File: config.mk
export PLATFORM = sky130hd
export DESIGN_NAME = stdp_layer
export DESIGN_NICKNAME = d
export VERILOG_FILES = /design/src/rtl/stdp_layer.sv
export SDC_FILE = /design/constraint.sdc
export NUM_CORES = 1
export LEC_CHECK = 0
export ABC_AREA = 1
export CAP_MARGIN = 20
export CORE_ASPECT_RATIO = 2
export CORE_MARGIN = 2
export CORE_UTILIZATION = 53
export CTS_CLUSTER_SIZE = 28
export DETAILED_ROUTE_END_ITERATION = 12
export DONT_BUFFER_PORTS = 1
export PLACE_DENSITY = 0.68
export SLEW_MARGIN = 20
export SYNTH_ARGS = -nofsm -noshare
export SYNTH_HDL_FRONTEND = slang
export SYNTH_SLANG_ARGS = --single-unit
File: constraint.sdc
create_clock -name clk -period 15.2 [get_ports clk]
set_input_delay 1.52 -clock clk [delete_from_list [all_inputs] [get_ports clk]]
set_output_delay 1.52 -clock clk [all_outputs]
set_load 0.005 [all_outputs]
File: src/rtl/stdp_layer.sv
// Single-layer spiking unit: N_PRE plastic synapses feed one leaky
// integrate-and-fire neuron with pair-based STDP and a refractory FSM.
module stdp_layer #(
  parameter int N_PRE        = 4,
  parameter int WIDTH        = 8,
  parameter int DECIMAL_BITS = 4,
  parameter int LEAK_SHIFT   = 2,
  parameter int REFRACT      = 2,
  parameter int W_INIT       = 16,
  parameter int W_MIN        = 4,
  parameter int W_MAX        = 127,
  parameter int A_PLUS       = 2,
  parameter int A_MINUS      = 1,
  parameter int TRACE_INC    = 16,
  parameter int TRACE_SHIFT  = 2
) (
  input  logic                       clk,
  input  logic                       reset,
  input  logic [N_PRE-1:0]           pre_spike,
  input  logic signed [WIDTH-1:0]    i_stim,
  input  logic                       learn_en,
  input  logic [$clog2(N_PRE)-1:0]   w_sel,
  output logic [WIDTH-1:0]           w_out,
  output logic                       post_spike,
  output logic signed [WIDTH-1:0]    v_mem,
  output logic                       refractory
);

  localparam int SW    = WIDTH + $clog2(N_PRE) + 2;
  localparam int SEL_W = $clog2(N_PRE);
  localparam int CNT_W = $clog2(REFRACT + 2);
  localparam int ONE   = 1 << DECIMAL_BITS;

  localparam logic signed [WIDTH-1:0] V_REST   = WIDTH'(-4 * ONE);
  localparam logic signed [WIDTH-1:0] V_THRESH = WIDTH'(2 * ONE);
  localparam logic signed [WIDTH+1:0] W_LO     = (WIDTH + 2)'(W_MIN);
  localparam logic signed [WIDTH+1:0] W_HI     = (WIDTH + 2)'(W_MAX);
  localparam logic signed [WIDTH+1:0] DW_PLUS  = (WIDTH + 2)'(A_PLUS);
  localparam logic signed [WIDTH+1:0] DW_MINUS = (WIDTH + 2)'(A_MINUS);

  typedef enum logic {ST_INTEGRATE, ST_REFRACT} state_t;

  state_t                  state, state_n;
  logic [CNT_W-1:0]        cnt, cnt_n;
  logic signed [WIDTH-1:0] v_mem_n;
  logic                    post_spike_n;
  logic [WIDTH-1:0]        weight    [N_PRE];
  logic [WIDTH-1:0]        weight_n  [N_PRE];
  logic [WIDTH-1:0]        pre_trace [N_PRE];
  logic [WIDTH-1:0]        post_trace;
  logic signed [SW-1:0]    syn_sum, tot, v_wide;
  logic signed [WIDTH-1:0] v_next;

  function automatic logic signed [SW-1:0] sext(input logic signed [WIDTH-1:0] x);
    return {{(SW - WIDTH){x[WIDTH-1]}}, x};
  endfunction

  // Saturating bump on a spike, otherwise decay that always removes at least 1.
  function automatic logic [WIDTH-1:0] trace_step(input logic [WIDTH-1:0] tr,
                                                  input logic spike);
    logic [WIDTH:0]   inc;
    logic [WIDTH-1:0] dec;
    inc = {1'b0, tr} + (WIDTH + 1)'(TRACE_INC);
    dec = tr >> TRACE_SHIFT;
    if (dec == '0) dec = WIDTH'(1);
    if (spike)          return inc[WIDTH] ? '1 : inc[WIDTH-1:0];
    else if (tr != '0)  return tr - dec;
    else                return tr;
  endfunction

  always_comb begin
    syn_sum = '0;
    for (int i = 0; i < N_PRE; i++)
      if (pre_spike[i]) syn_sum = syn_sum + $signed({{(SW - WIDTH){1'b0}}, weight[i]});
    tot    = sext(i_stim) + syn_sum + (sext(V_REST) - sext(v_mem));
    v_wide = sext(v_mem) + (tot >>> LEAK_SHIFT);
    if (v_wide[SW-1:WIDTH-1] == '0 || v_wide[SW-1:WIDTH-1] == '1)
      v_next = v_wide[WIDTH-1:0];
    else
      v_next = v_wide[SW-1] ? {1'b1, {(WIDTH - 1){1'b0}}} : {1'b0, {(WIDTH - 1){1'b1}}};
  end

  // NOTE: every output of a combinational block gets a default before any
  // branch, so no path leaves it unassigned and no latch is inferred.
  always_comb begin
    state_n      = state;
    cnt_n        = cnt;
    v_mem_n      = v_mem;
    post_spike_n = 1'b0;
    case (state)
      ST_INTEGRATE: begin
        if (v_next >= V_THRESH) begin
          v_mem_n      = V_REST;
          post_spike_n = 1'b1;
          if (REFRACT > 0) begin
            cnt_n   = CNT_W'(REFRACT);
            state_n = ST_REFRACT;
          end
        end else begin
          v_mem_n = v_next;
        end
      end
      ST_REFRACT: begin
        v_mem_n = V_REST;
        cnt_n   = cnt - CNT_W'(1);
        if (cnt == CNT_W'(1)) state_n = ST_INTEGRATE;
      end
    endcase
  end

  // LTP and LTD are judged on pre-edge traces and summed before clamping.
  always_comb begin
    for (int i = 0; i < N_PRE; i++) begin
      logic signed [WIDTH+1:0] w_calc;
      w_calc = $signed({2'b00, weight[i]});
      if (post_spike && pre_trace[i] != '0)  w_calc = w_calc + DW_PLUS;
      if (pre_spike[i] && post_trace != '0)  w_calc = w_calc - DW_MINUS;
      if (w_calc > W_HI)       w_calc = W_HI;
      else if (w_calc < W_LO)  w_calc = W_LO;
      weight_n[i] = learn_en ? w_calc[WIDTH-1:0] : weight[i];
    end
  end

  always_comb begin
    w_out = '0;
    for (int i = 0; i < N_PRE; i++)
      if (w_sel == SEL_W'(i)) w_out = weight[i];
  end

  // NOTE: weights and traces live in flops, not a RAM, and all of them are
  // reset so that a reset genuinely forgets everything learned.
  always_ff @(posedge clk or posedge reset) begin
    if (reset) begin
      state      <= ST_INTEGRATE;
      cnt        <= '0;
      v_mem      <= V_REST;
      post_spike <= 1'b0;
      post_trace <= '0;
      for (int i = 0; i < N_PRE; i++) begin
        pre_trace[i] <= '0;
        weight[i]    <= WIDTH'(W_INIT);
      end
    end else begin
      state      <= state_n;
      cnt        <= cnt_n;
      v_mem      <= v_mem_n;
      post_spike <= post_spike_n;
      post_trace <= trace_step(post_trace, post_spike);
      for (int i = 0; i < N_PRE; i++) begin
        pre_trace[i] <= trace_step(pre_trace[i], pre_spike[i]);
        weight[i]    <= weight_n[i];
      end
    end
  end

  assign refractory = (state == ST_REFRACT);

endmodule

== Word-level counts from Yosys, hierarchy flattened ==
Cells that the tools add are included.
Word-level totals
  register bits after elaboration: 84
  output and inout bits: 18
  logic and storage cells: 135
Cells by class
  bitwise gates (word level): 1
  add/sub/neg operators: 26
  reduce and logical (&&, ||, !) cells: 26
  $lt $le $gt $ge: 9
  eq/ne operators: 6
  muxes and demuxes: 54
Operators with widths (number)
  $mux 8: 31
  $add 12x9->12: 4
  $add 8x5->9 const B: 5
  $gt 10x8->1 const B: 4
  $logic_not 8->1: 5
  $lt 10x4->1 const B: 4
  $mux 10: 4
  $reduce_bool 8->1: 5
  $sub 10x2->10 const B: 4
  $sub 8x8->8: 5
  $add 8x2->9 const B: 4
  $mux 12: 3
  $mux 9: 4
  $mux 6: 5
  $pmux 8 s2: 1
  $add 8x12->12: 1
  $add 8x10->11: 1
  $reduce_bool 2->1: 5
  $sub 7x8->9 const A: 1
  $ge 8x7->1 const B: 1
  $logic_and 1x1->1: 8
  $eq 5x5->1 const B: 1
  $logic_not 5->1: 1
  $eq 2x1->1 const B: 2
  10 further kinds: 13

== Logic depth before layout (Yosys ltp) ==
  depth after elaboration: 16
  mapped depth: 48
  depth with buffers taken out: 47

== Worst setup path after synthesis ==
No wires, ideal clock.
  kind: in2reg
  from: input port pre_spike[0]
  to: register v_mem[0]
  arrival: 8.170 ns
  data required time: 15.126 ns
  stages on the path: 39
  path slack: 6.956 ns
  cells stage by stage: buf_2 nand2_1 inv_1 ha_1 inv_1 fa_1 o21ai_0 fa_1 inv_1 o21ai_0 inv_1 fa_1 o21ai_0 xor2_1 o21ai_0 fa_1 ha_1 ha_1 (+3 left out) a21oi_1 o21ai_0 a21o_1 a21oi_1 xor2_1 ha_1 nand2_1 nor2_1 o21ai_1 nand4_1 or2_1 nand2_1 nand2_1 nand2_1 nand4_1 nand2_1 nand3_1 nor2_1
On the way
  cells in the longest elaborated chain, start to end: 16
Ends and longest elaborated chain
  start: declaration: RTL line 19  | input logic [N_PRE-1:0] pre_spike,
  $mux 8 (*): RTL line 74  | if (pre_spike[i]) syn_sum = syn_sum + $signed({{(SW - WIDTH){1'b0}}, weight[i]});
  $add 12x9->12: RTL line 74
  $mux 12 (*): RTL line 74
  $add 12x9->12: RTL line 74
  $mux 12 (*): RTL line 74
  $add 12x9->12: RTL line 74
  $mux 12 (*): RTL line 74
  $add 8x12->12 (*): RTL line 75  | tot = sext(i_stim) + syn_sum + (sext(V_REST) - sext(v_mem));
  $add 12x9->12 (*): RTL line 75
  $add 8x10->11 (*): RTL line 76  | v_wide = sext(v_mem) + (tot >>> LEAK_SHIFT);
  $eq 5x5->1 or $logic_not 5->1 (tied branches): RTL line 77  | if (v_wide[SW-1:WIDTH-1] == '0 || v_wide[SW-1:WIDTH-1] == '1)
  $logic_or 1x1->1: RTL line 77
  $mux 8 (*): RTL line 77
  $ge 8x7->1: RTL line 92  | if (v_next >= V_THRESH) begin
  $mux 8 (*): RTL line 92
  $pmux 8 s2 (*): RTL line 90  | case (state)
  named net v_mem_n[0]: RTL line 45  | logic signed [WIDTH-1:0] v_mem_n;
  end signal: assignment: RTL line 146  | v_mem <= v_mem_n;
  end: declaration: RTL line 25  | output logic signed [WIDTH-1:0] v_mem,
Mark *: on every way through the listed nets, which the timed path passes. The rest lies on a longest branch.
A chain may end at the register's enable or synchronous reset.

== Final worst setup path ==
  from: input port pre_spike[0]
  to: register v_mem[3]
The elaborated chain is that of the path after synthesis.

==> impl_results.md <==
* Initial antenna violation count at 0
* Post-route fraction of the period consumed by the critical path at 0.576
* Element type at the critical path start: input port
* Diode count at 0
* Mux contribution to synthesized area at 0
* Cell count after placement at 1,788
* Hold_buf cts at 0
* # rows at 71
* Post-route DRC violation count at 0
* Met2 routed WL at 14,600 µm
* Post-synthesis average cell area at 6.46 µm²
* Cell class contributing the biggest share of worst-path delay: adder cells
* Core box area at 18,700 µm²
* Relative slew margins at 0.368
* Final number of hold-violating endpoints at 0
* Resized cells post-CTS at 0
* CP max FO at 17
* Synthesized-area fraction occupied by and/or/nand/nor cells at 0.334
* Xor-xnor portion of the synthesized cell area at 0.0487
* TritonCTS clock tree: done
* Run status: complete, no violations
* Die footprint at 20,200 µm²
* Clock Sink Count at 84
* Maximum number of pins on one net before global-route repair at 68
* Signed area change from the synthesized netlist to the final layout at 4.87%
* MaxCap Viol Count at 0
* Mapped Nets at 1,692
* Required time of the critical path at 15.48 ns
* Initial standard-cell utilization of the core at 0.537
* Shortest period the worst path allows at 8.76 ns
* PortBufs at 0
* Final total negative setup slack at 0 ns
* HPWL reported at the end of detailed placement at 22,000 µm
* Number of detailed-routing iterations run before antenna repair at 5
* Aggregate global routing overflow at 0
* Number of warnings reported in the yosys synthesis log at 0
* Die extent in x at 101 µm
* Worst min path class: reg2reg
* # IOs at 35
* Class of the most critical setup path: in2reg
* Filler cells at 1,933
* Via count of the first global-routing pass at 9,976
* Die Height at 199 µm
* Clock latency on the worst-skew pair at 0.35 ns
* Count of unique library cells instantiated by Yosys at 55
* ANT nets after route at 0
* Share of the yosys chip area belonging to registers at 0.210
* Share of layout cells above drive strength 1 at 0.0658
* Arrival time worst endpoint at 9.03 ns
* Number of setup buffers added after CTS at 0
* Number of violations reported at the end of detailed-routing iteration 0 at 379
* Overall routed net length at 27,200 µm
* Asr flop ratio synth at 1.00
* Dominant register cell in the synthesized netlist: sky130_fd_sc_hd__dfrtp_1
* Final-report max-slew violation count at 0
* Met3 routed WL at 1050 µm
* Buffers plus inverters on the worst setup path at 4
* Count of placed standard cells in the final layout, fillers left out at 1,805
* Uppermost signal routing layer after detailed routing: met4
* Yosys top cell area share at 0.194
* Global Route Usage Sum at 0.283
* Average wire per standard cell at 15.0 µm
* Cts bufs inserted at 9
* Leading cell types by total area after synthesis: sky130_fd_sc_hd__dfrtp_1, sky130_fd_sc_hd__nand2_1, sky130_fd_sc_hd__ha_1
* Measured slew at the worst slew-check pin at 0.948 ns
* Post-Synth Adder-Cell Area at 0.157
* Clock Tree Buf Depth at 2
* Setup repair after global routing missed its margin: no
* Number of enable flip-flop cells after synthesis at 0
* Finish-stage setup viols at 0
* Kind of end point of the critical path: register
* Htree depth at 3
* Dominant cell by count in the synthesized netlist: sky130_fd_sc_hd__nand2_1
* Wire length of the first global-routing pass at 45,500 µm
* Main combinational cell family by area after synthesis: simple AND/OR/NAND/NOR gates
* Worst Clk Skew at 0.00754 ns
* Total number of vias at 9,911
* Cell type with the highest aggregate area in the netlist: sky130_fd_sc_hd__dfrtp_1
* Clk pin slew, worst setup/hold paths at 0.06 ns
* Post-synthesis compound-gate area fraction at 0.149
* Post-Syn Instances at 1,559
* Root buffer cell: sky130_fd_sc_hd__clkbuf_16
* Mapped Area at 10,100 µm²
* DR vias/cell at 5.49
* Placer Congestion at 0.924
* Ranking of synthesized cells by instance count: sky130_fd_sc_hd__nand2_1, sky130_fd_sc_hd__inv_1, sky130_fd_sc_hd__nor2_1
* NumNets Final at 1,678
* Max frequency at 114 MHz
* Worst-path cell with the longest stage delay: sky130_fd_sc_hd__fa_1
* Met1 wire length at 10,100 µm
* Seq cells post-synth at 84
* Delay of the slowest cell on the worst path at 0.57 ns
[placed cells by master (no fill, tap or decap), types with 18 or more instances in the layout]
cell	Yosys	layout
sky130_fd_sc_hd__ha_1	99	99
sky130_fd_sc_hd__nand4_1	24	24
sky130_fd_sc_hd__nand3_1	133	133
sky130_fd_sc_hd__xnor2_1	18	18
sky130_fd_sc_hd__nor2_1	142	142
sky130_fd_sc_hd__nand2_1	391	391
sky130_fd_sc_hd__a21oi_1	91	91
sky130_fd_sc_hd__xor2_1	38	38
sky130_fd_sc_hd__inv_1	225	224
sky130_fd_sc_hd__o21ai_0	105	105
sky130_fd_sc_hd__dfrtp_1	78	78
[layout make-up]
| type | count | area [µm²] | share of cell area |
|---|---|---|---|
| Inverter | 240 | 905 | 0.0857 |
| Clock buffer | 14 | 244 | 0.0231 |
| Timing Repair Buffer | 3 | 20.0 | 0.00190 |
| Sequential cell | 84 | 2110 | 0.200 |
| Tap cell | 255 | 319 | 0.0302 |
| Clock inverter | 2 | 35.0 | 0.00332 |
| Multi-Input combinational cell | 1207 | 6930 | 0.656 |
[layer usage]
layer | track usage | up-vias
li1 | - | 5036
met1 | 0.282 | 4582
met2 | 0.543 | 211
met3 | 0.0453 | 82
met4 | 0.148 | 0
met5 | 0 | -
[flip-flops by register name (all words and copies together), names as in the netlist]
register	flops
cnt	2
post_spike	1
post_trace	8
pre_trace	32
refractory	1
v_mem	8
weight	32
[worst register-to-register path, delay by kind of cell (launching register included)]
| family | cells | cell delay, ns |
|---|---|---|
| AND/OR/NAND/NOR | 11 | 1.46 |
| XOR/XNOR | 2 | 0.39 |
| adder cells (fa/ha/maj) | 8 | 3.17 |
| flip-flops | 1 | 0.52 |
| buffers and inverters | 3 | 0.20 |
| AO/OA/AOI/OAI | 12 | 2.25 |
[final timing paths]
| check | cells after the start | start | to | slack, ns |
|---|---|---|---|---|
| setup / recovery | 38 | pre_spike[0] | v_mem[3] | 6.44 |
| hold / removal | 2 | cnt[1] | cnt[1] | 0.52 |
| setup reg to reg | 36 | weight[16] | v_mem[3] | 7.13 |
| hold reg to reg | 2 | cnt[1] | cnt[1] | 0.52 |
| max in group asynchronous | 2 | reset | v_mem[5] | 12.95 |
| min in group asynchronous | 1 | reset | pre_trace[28] | 0.99 |
[logic make-up after synthesis]
family,Yosys count
buf+inv,268
fa+ha+maj,116
xor+xnor,56
simple gates,768
compound gates,267
flops,84
[through the flow]
step	hold WS [ns]	setup slack, ns	util	area [µm²]
after floorplan	0.467	6.96	-	10100
after global placement	0.495	6.52	0.548	10300
after detailed placement	0.504	6.18	0.548	10300
after CTS	0.521	6.51	0.563	10600
after global routing	0.551	5.61	0.563	10600
final	0.517	6.44	0.563	10600
Power is not shown: default switching activity piles up to over one toggle a cycle in this logic, so the estimate is an artifact.
==> patch 1, RTL diff (same settings) <==
Put a register stage on the output `refractory`, with the module's reset. The value now appears one clock later. The other outputs are not delayed to match.
--- a/src/rtl/stdp_layer.sv
+++ b/src/rtl/stdp_layer.sv
@@ -153,7 +153,13 @@
     end
   end
 
-  assign refractory = (state == ST_REFRACT);
+  always_ff @(posedge clk or posedge reset) begin
+    if (reset) begin
+      refractory <= '0;
+    end else begin
+      refractory <= (state == ST_REFRACT);
+    end
+  end
 
 endmodule
 
Formal check against the unedited RTL: not equivalent (Yosys sat finds a counterexample within 4 cycles, from zero or initial values and one cycle with reset high).
==> patch 1 against the unedited design <==
- cell area increased by 0.44%
- area after synthesis increased by 0.25%
- clock skew decreased by 0.76 ps
- sequential cell count increased by 1
- routed wire length decreased by 1.2%
- non-clock buffer count decreased by 1
- worst setup slack improved by 120 ps
- critical path depth increased by 3
- largest cell class unchanged
- critical endpoint is now v_mem[0]
- global-route usage decreased by 0.30 points
- synthesized cell count about the same
- sequential share of layout area increased by 0.15 points
Power is not shown: default switching activity piles up to over one toggle a cycle in this logic, so the estimate is an artifact.
==> patch 1: results (changes against the unedited design) <==
outcome:
  status: "finished, final reports clean"  # unchanged
yosys:
  synthTopCellsByArea: "dfrtp_1, nand2_1, ha_1, inv_1, nand3_1"  # unchanged
  synth.distinct_cells: 55  # unchanged
  synth_common_cells: "nand2_1, inv_1, nor2_1"  # unchanged
  yosysWarnings: 0  # unchanged
  synth.avg_cell_area_um2: 6.47  # was 6.46 um^2
  async_flop_share_pct: 100  # unchanged
  synthFlopType: "dfrtp_1"  # unchanged
  synth-seq-area-share_pct: 21.1  # was 21.0%
clock_network:
  htree_levels: 3  # unchanged
  clk_pin_slew_ps: 60  # about the same
  clk_latency_ps: 360
  clk_path_buf_depth: 2  # unchanged
  cts_root_buf: "clkbuf_16"  # unchanged
  ctsResizeCount: 0  # unchanged
  cts_setup_buffers: 0  # unchanged
  cts_made_buffers: 9  # unchanged
worst_hold_path:
  min_from: "state"  # was cnt[1]
  holdPathStages: 0  # was 2
  min-delay-path-class: "reg2reg"  # unchanged
  hold_end: "refractory"  # was cnt[1]
setup_path:
  rrSetupSlack_ps: 7270  # was 7130 ps
  crit_start: "pre_spike[0]"  # unchanged
  crit_fanout: 17  # unchanged
  crit_path_top_delay_cell: "fa_1"  # unchanged
  cp.arrival_ps: 8920  # was 9030 ps
  r2r.worst_path.cells: 39  # was 36
  rr_startpoint: "weight[16]"  # unchanged
  reg2reg_to: "v_mem[0]"  # was v_mem[3]
  crit_path_max_incr_delay_ps: 470  # was 570 ps
drt:
  vias_per_cell: 5.48  # was 5.49
  dr.pass1.iters: 5  # unchanged
  drtIter0Drc: 386  # was 379
  vias: 9897  # was 9911
  wl_per_cell_um: 14.9  # was 15.0 um
sta:
  tns_ps: 0  # unchanged
  skew_ps: 6.78  # was 7.54 ps
  relSlewSlack_pct: 37.8  # was 36.8%
final_layout:
  num_antenna_cells: 0  # unchanged
  nets: 1678  # unchanged
  nFillCells: 1895  # was 1933
  drive_gt1_share_pct: 6.71  # was 6.58%
  largestRegisters: "pre_trace (32), weight (32)"  # unchanged
placement:
  dpl_cell_area_um2: 10300  # about the same
  place_congestion: 0.898  # was 0.924
  portBuffers: 0  # unchanged
  hpwl_um: 22000  # about the same
  dp_cells: 1789  # was 1788
global_routing:
  grt_pass1_wl_um: 44700  # was 45500 um
  grt_max_degree: 68  # unchanged
  grt.total_usage_pct: 28.0  # was 28.3%
  antenna_found_initial: 0  # unchanged
run:
  max_cap_viol_count: 0  # unchanged
patch 1: cell count changes after synthesis, sizes merged:
cell	change
dfrtp	+1
patch 1: per-stage QoR:
stage	hold WS, ps	worst slack [ps]
finish	432	6560
floorplan	381	6960
global placement	431	6540
detailed placement	427	6260
CTS	443	6630
global route	452	5850
patch 1: worst max path at each step:
stage / endpoint / slack, ps / cells past startpoint
floorplan: v_mem[0] / 6960 / 39
global placement: v_mem[2] / 6540 / 38
detailed placement: v_mem[2] / 6260 / 40
CTS: v_mem[2] / 6630 / 40
global route: v_mem[1] / 5850 / 38
finish: v_mem[0] / 6560 / 41
patch 1: per-layer routing:
layer	share of wire (%)	up-vias	GRT usage, %
met5	0	-	0
met4	5.7	0	16.1
met3	4.0	94	5.32
met2	54	169	53.1
met1	36	4578	27.2
li1	-	5056	-
patch 1: critical path, delay by kind of cell:
family / cells / cell delay, ps
AOI/OAI and AO/OA: 14 / 2410
xor gates and xnor gates: 4 / 610
and+or+nand+nor: 13 / 1600
adders and majority gates: 8 / 2640
buffers and inverters: 2 / 110
patch 1: logic make-up after synthesis:
family | count (synthesis) | synth area share, %
AO/OA/AOI/OAI | 267 | 14.8
buffers and inverters | 268 | 10.2
adder cells (fa/ha/maj) | 116 | 15.6
AND/OR/NAND/NOR | 768 | 33.3
flip-flops | 85 | 21.1
XOR/XNOR | 56 | 4.86
patch 1: cell type report:
class                           count  area, um^2  share of cell area, %
Clock buffer                       13         260                   2.45
Clock inverter                      3        43.8                  0.413
Inverter                          240         906                   8.54
Multi-Input combinational cell   1207        6930                   65.3
Sequential cell                    85        2130                   20.1
Tap cell                          255         319                   3.01
Timing Repair Buffer                2        15.0                  0.142
==> patch 2, RTL diff (same flow settings) <==
Made on the original files. `WIDTH`: 8 -> 9.
--- a/src/rtl/stdp_layer.sv
+++ b/src/rtl/stdp_layer.sv
@@ -2,7 +2,7 @@
 // integrate-and-fire neuron with pair-based STDP and a refractory FSM.
 module stdp_layer #(
   parameter int N_PRE        = 4,
-  parameter int WIDTH        = 8,
+  parameter int WIDTH        = 9,
   parameter int DECIMAL_BITS = 4,
   parameter int LEAK_SHIFT   = 2,
   parameter int REFRACT      = 2,
Ports: changed (resized i_stim, v_mem and w_out); port bits go from 35 to 38. No check against the original RTL was run, so the function may have changed too.
==> patch 2 against the unedited design <==
- area after synthesis increased by 19%
- first-iteration DRC count increased by 93%
- worst setup slack got worse by 180 ps
- synthesized cell count increased by 21%
- worst hold slack improved by 3.1 ps
- register-to-register slack got worse by 240 ps
- routed wire length increased by 14%
- fmax decreased by 2.0%
- utilization decreased by 0.49 points
- sequential cell count increased by 10
- cell area increased by 19%
- highest routed layer unchanged
Power is left out: the tool's default activity adds up to more than one toggle a clock period on the data nets, which glitch-free logic cannot reach.
==> patch 2: results (changes against the unedited design) <==
clock_network:
  clk_pin_slew_ps: 70
  htree_levels: 3  # unchanged
  clk_latency_ps: 380  # was 350 ps
  clk_path_buf_depth: 2  # unchanged
  ctsResizeCount: 0  # unchanged
  cts_setup_buffers: 0  # unchanged
yosys:
  synth_xor_area_share_pct: 4.73  # was 4.87%
  synth_compound_area_share_pct: 13.3  # was 14.9%
  synthTopCellsByArea: "dfrtp_1, nand2_1, ha_1, inv_1, nand3_1"  # unchanged
  async_flop_share_pct: 100  # unchanged
  synth-seq-area-share_pct: 19.7  # was 21.0%
  synthMuxAreaShare_pct: 0  # unchanged
  synth_adder_area_share_pct: 14.2  # was 15.7%
  synth_common_cells: "nand2_1, inv_1, nor2_1"  # unchanged
  synth.distinct_cells: 53  # was 55
sta:
  worst_pin_slew_ps: 963  # was 948 ps
  skew_ps: 9.03  # was 7.54 ps
outcome:
  status: "finished, final reports clean"  # unchanged
global_routing:
  grt_max_degree: 51  # was 68
  antenna_found_initial: 0  # unchanged
  grt_pass1_wl_um: 52900  # was 45500 um
  grt_pass1_vias: 11100  # was 9976
  grt.total_usage_pct: 26.4  # was 28.3%
setup_path:
  start_kind: "input pin"  # unchanged
  crit_fanout: 22  # was 17
  cp_top_family: "simple AND/OR/NAND/NOR gates"  # was adder cells
  crit_path_max_incr_delay_ps: 490  # was 570 ps
  cp.arrival_ps: 9200  # was 9030 ps
final_layout:
  drive_gt1_share_pct: 6.91  # was 6.58%
  nets: 2019  # was 1678
  nFillCells: 2345  # was 1933
  largestRegisters: "pre_trace (36), weight (36)"  # was pre_trace (32), weight (32)
  num_antenna_cells: 0  # unchanged
drt:
  wl_um: 31000  # was 27200 um
  dr.pass1.iters: 7  # was 5
  drtIter0Drc: 732  # was 379
  vias: 11700  # was 9911
placement:
  portBuffers: 0  # unchanged
  hpwl_um: 24400  # was 22000 um
  place_congestion: 0.933  # was 0.924
worst_hold_path:
  min-delay-path-class: "reg2reg"  # unchanged
-- patch 2: per-stage QoR --
step	setup slack (ps)	cells	hold slack (ps)	util [%]	cell area (um^2)
6_report	6270	2160	520	55.8	12500
5_1_grt	5180	2160	529	55.8	12500
4_1_cts	6330	2160	517	55.8	12500
3_5_place_dp	5940	2144	500	54.4	12200
3_3_place_gp	6130	2144	503	54.4	12200
2_1_floorplan	6540	1894	468	-	12000
-- patch 2: cell families after synthesis --
family | Yosys count
buffers and inverters | 335
XOR/XNOR | 64
AO/OA/AOI/OAI | 286
flip-flops | 94
AND/OR/NAND/NOR | 989
adder cells (fa/ha/maj) | 126
-- patch 2: layout make-up --
class / count / share of cell area, %
Clock buffer: 12 / 2.13
Sequential cell: 94 / 18.8
Timing Repair Buffer: 2 / 0.120
Multi-Input combinational cell: 1465 / 66.6
Clock inverter: 4 / 0.419
Inverter: 303 / 9.09
Tap cell: 280 / 2.79
-- patch 2: worst reg2reg max path: cells and delay by family (launching register included) --
family          cells  cell delay (ps)
fa+ha+maj           7             2350
flops               1              440
xor+xnor            2              250
buf+inv             4              360
compound gates     11             1820
simple gates       29             2920
-- patch 2: metal layers --
metal	routed length, um	up-vias	track usage, %
met5	0	-	0
met4	886	0	9.96
met3	1440	46	3.93
met2	14300	261	43.0
met1	14300	5242	35.6
li1	-	6128	-
-- patch 2: worst paths after layout --
| kind | start | end | slack, ps | cells after the start |
|---|---|---|---|---|
| setup / recovery | pre_spike[0] | cnt[1] | 6270 | 52 |
| hold / removal | cnt[1] | cnt[1] | 520 | 2 |
| setup reg to reg | weight[19] | cnt[1] | 6890 | 53 |
| hold reg to reg | cnt[1] | cnt[1] | 520 | 2 |
| max in group asynchronous | reset | refractory | 13010 | 2 |
| min in group asynchronous | reset | pre_trace[11] | 1070 | 1 |
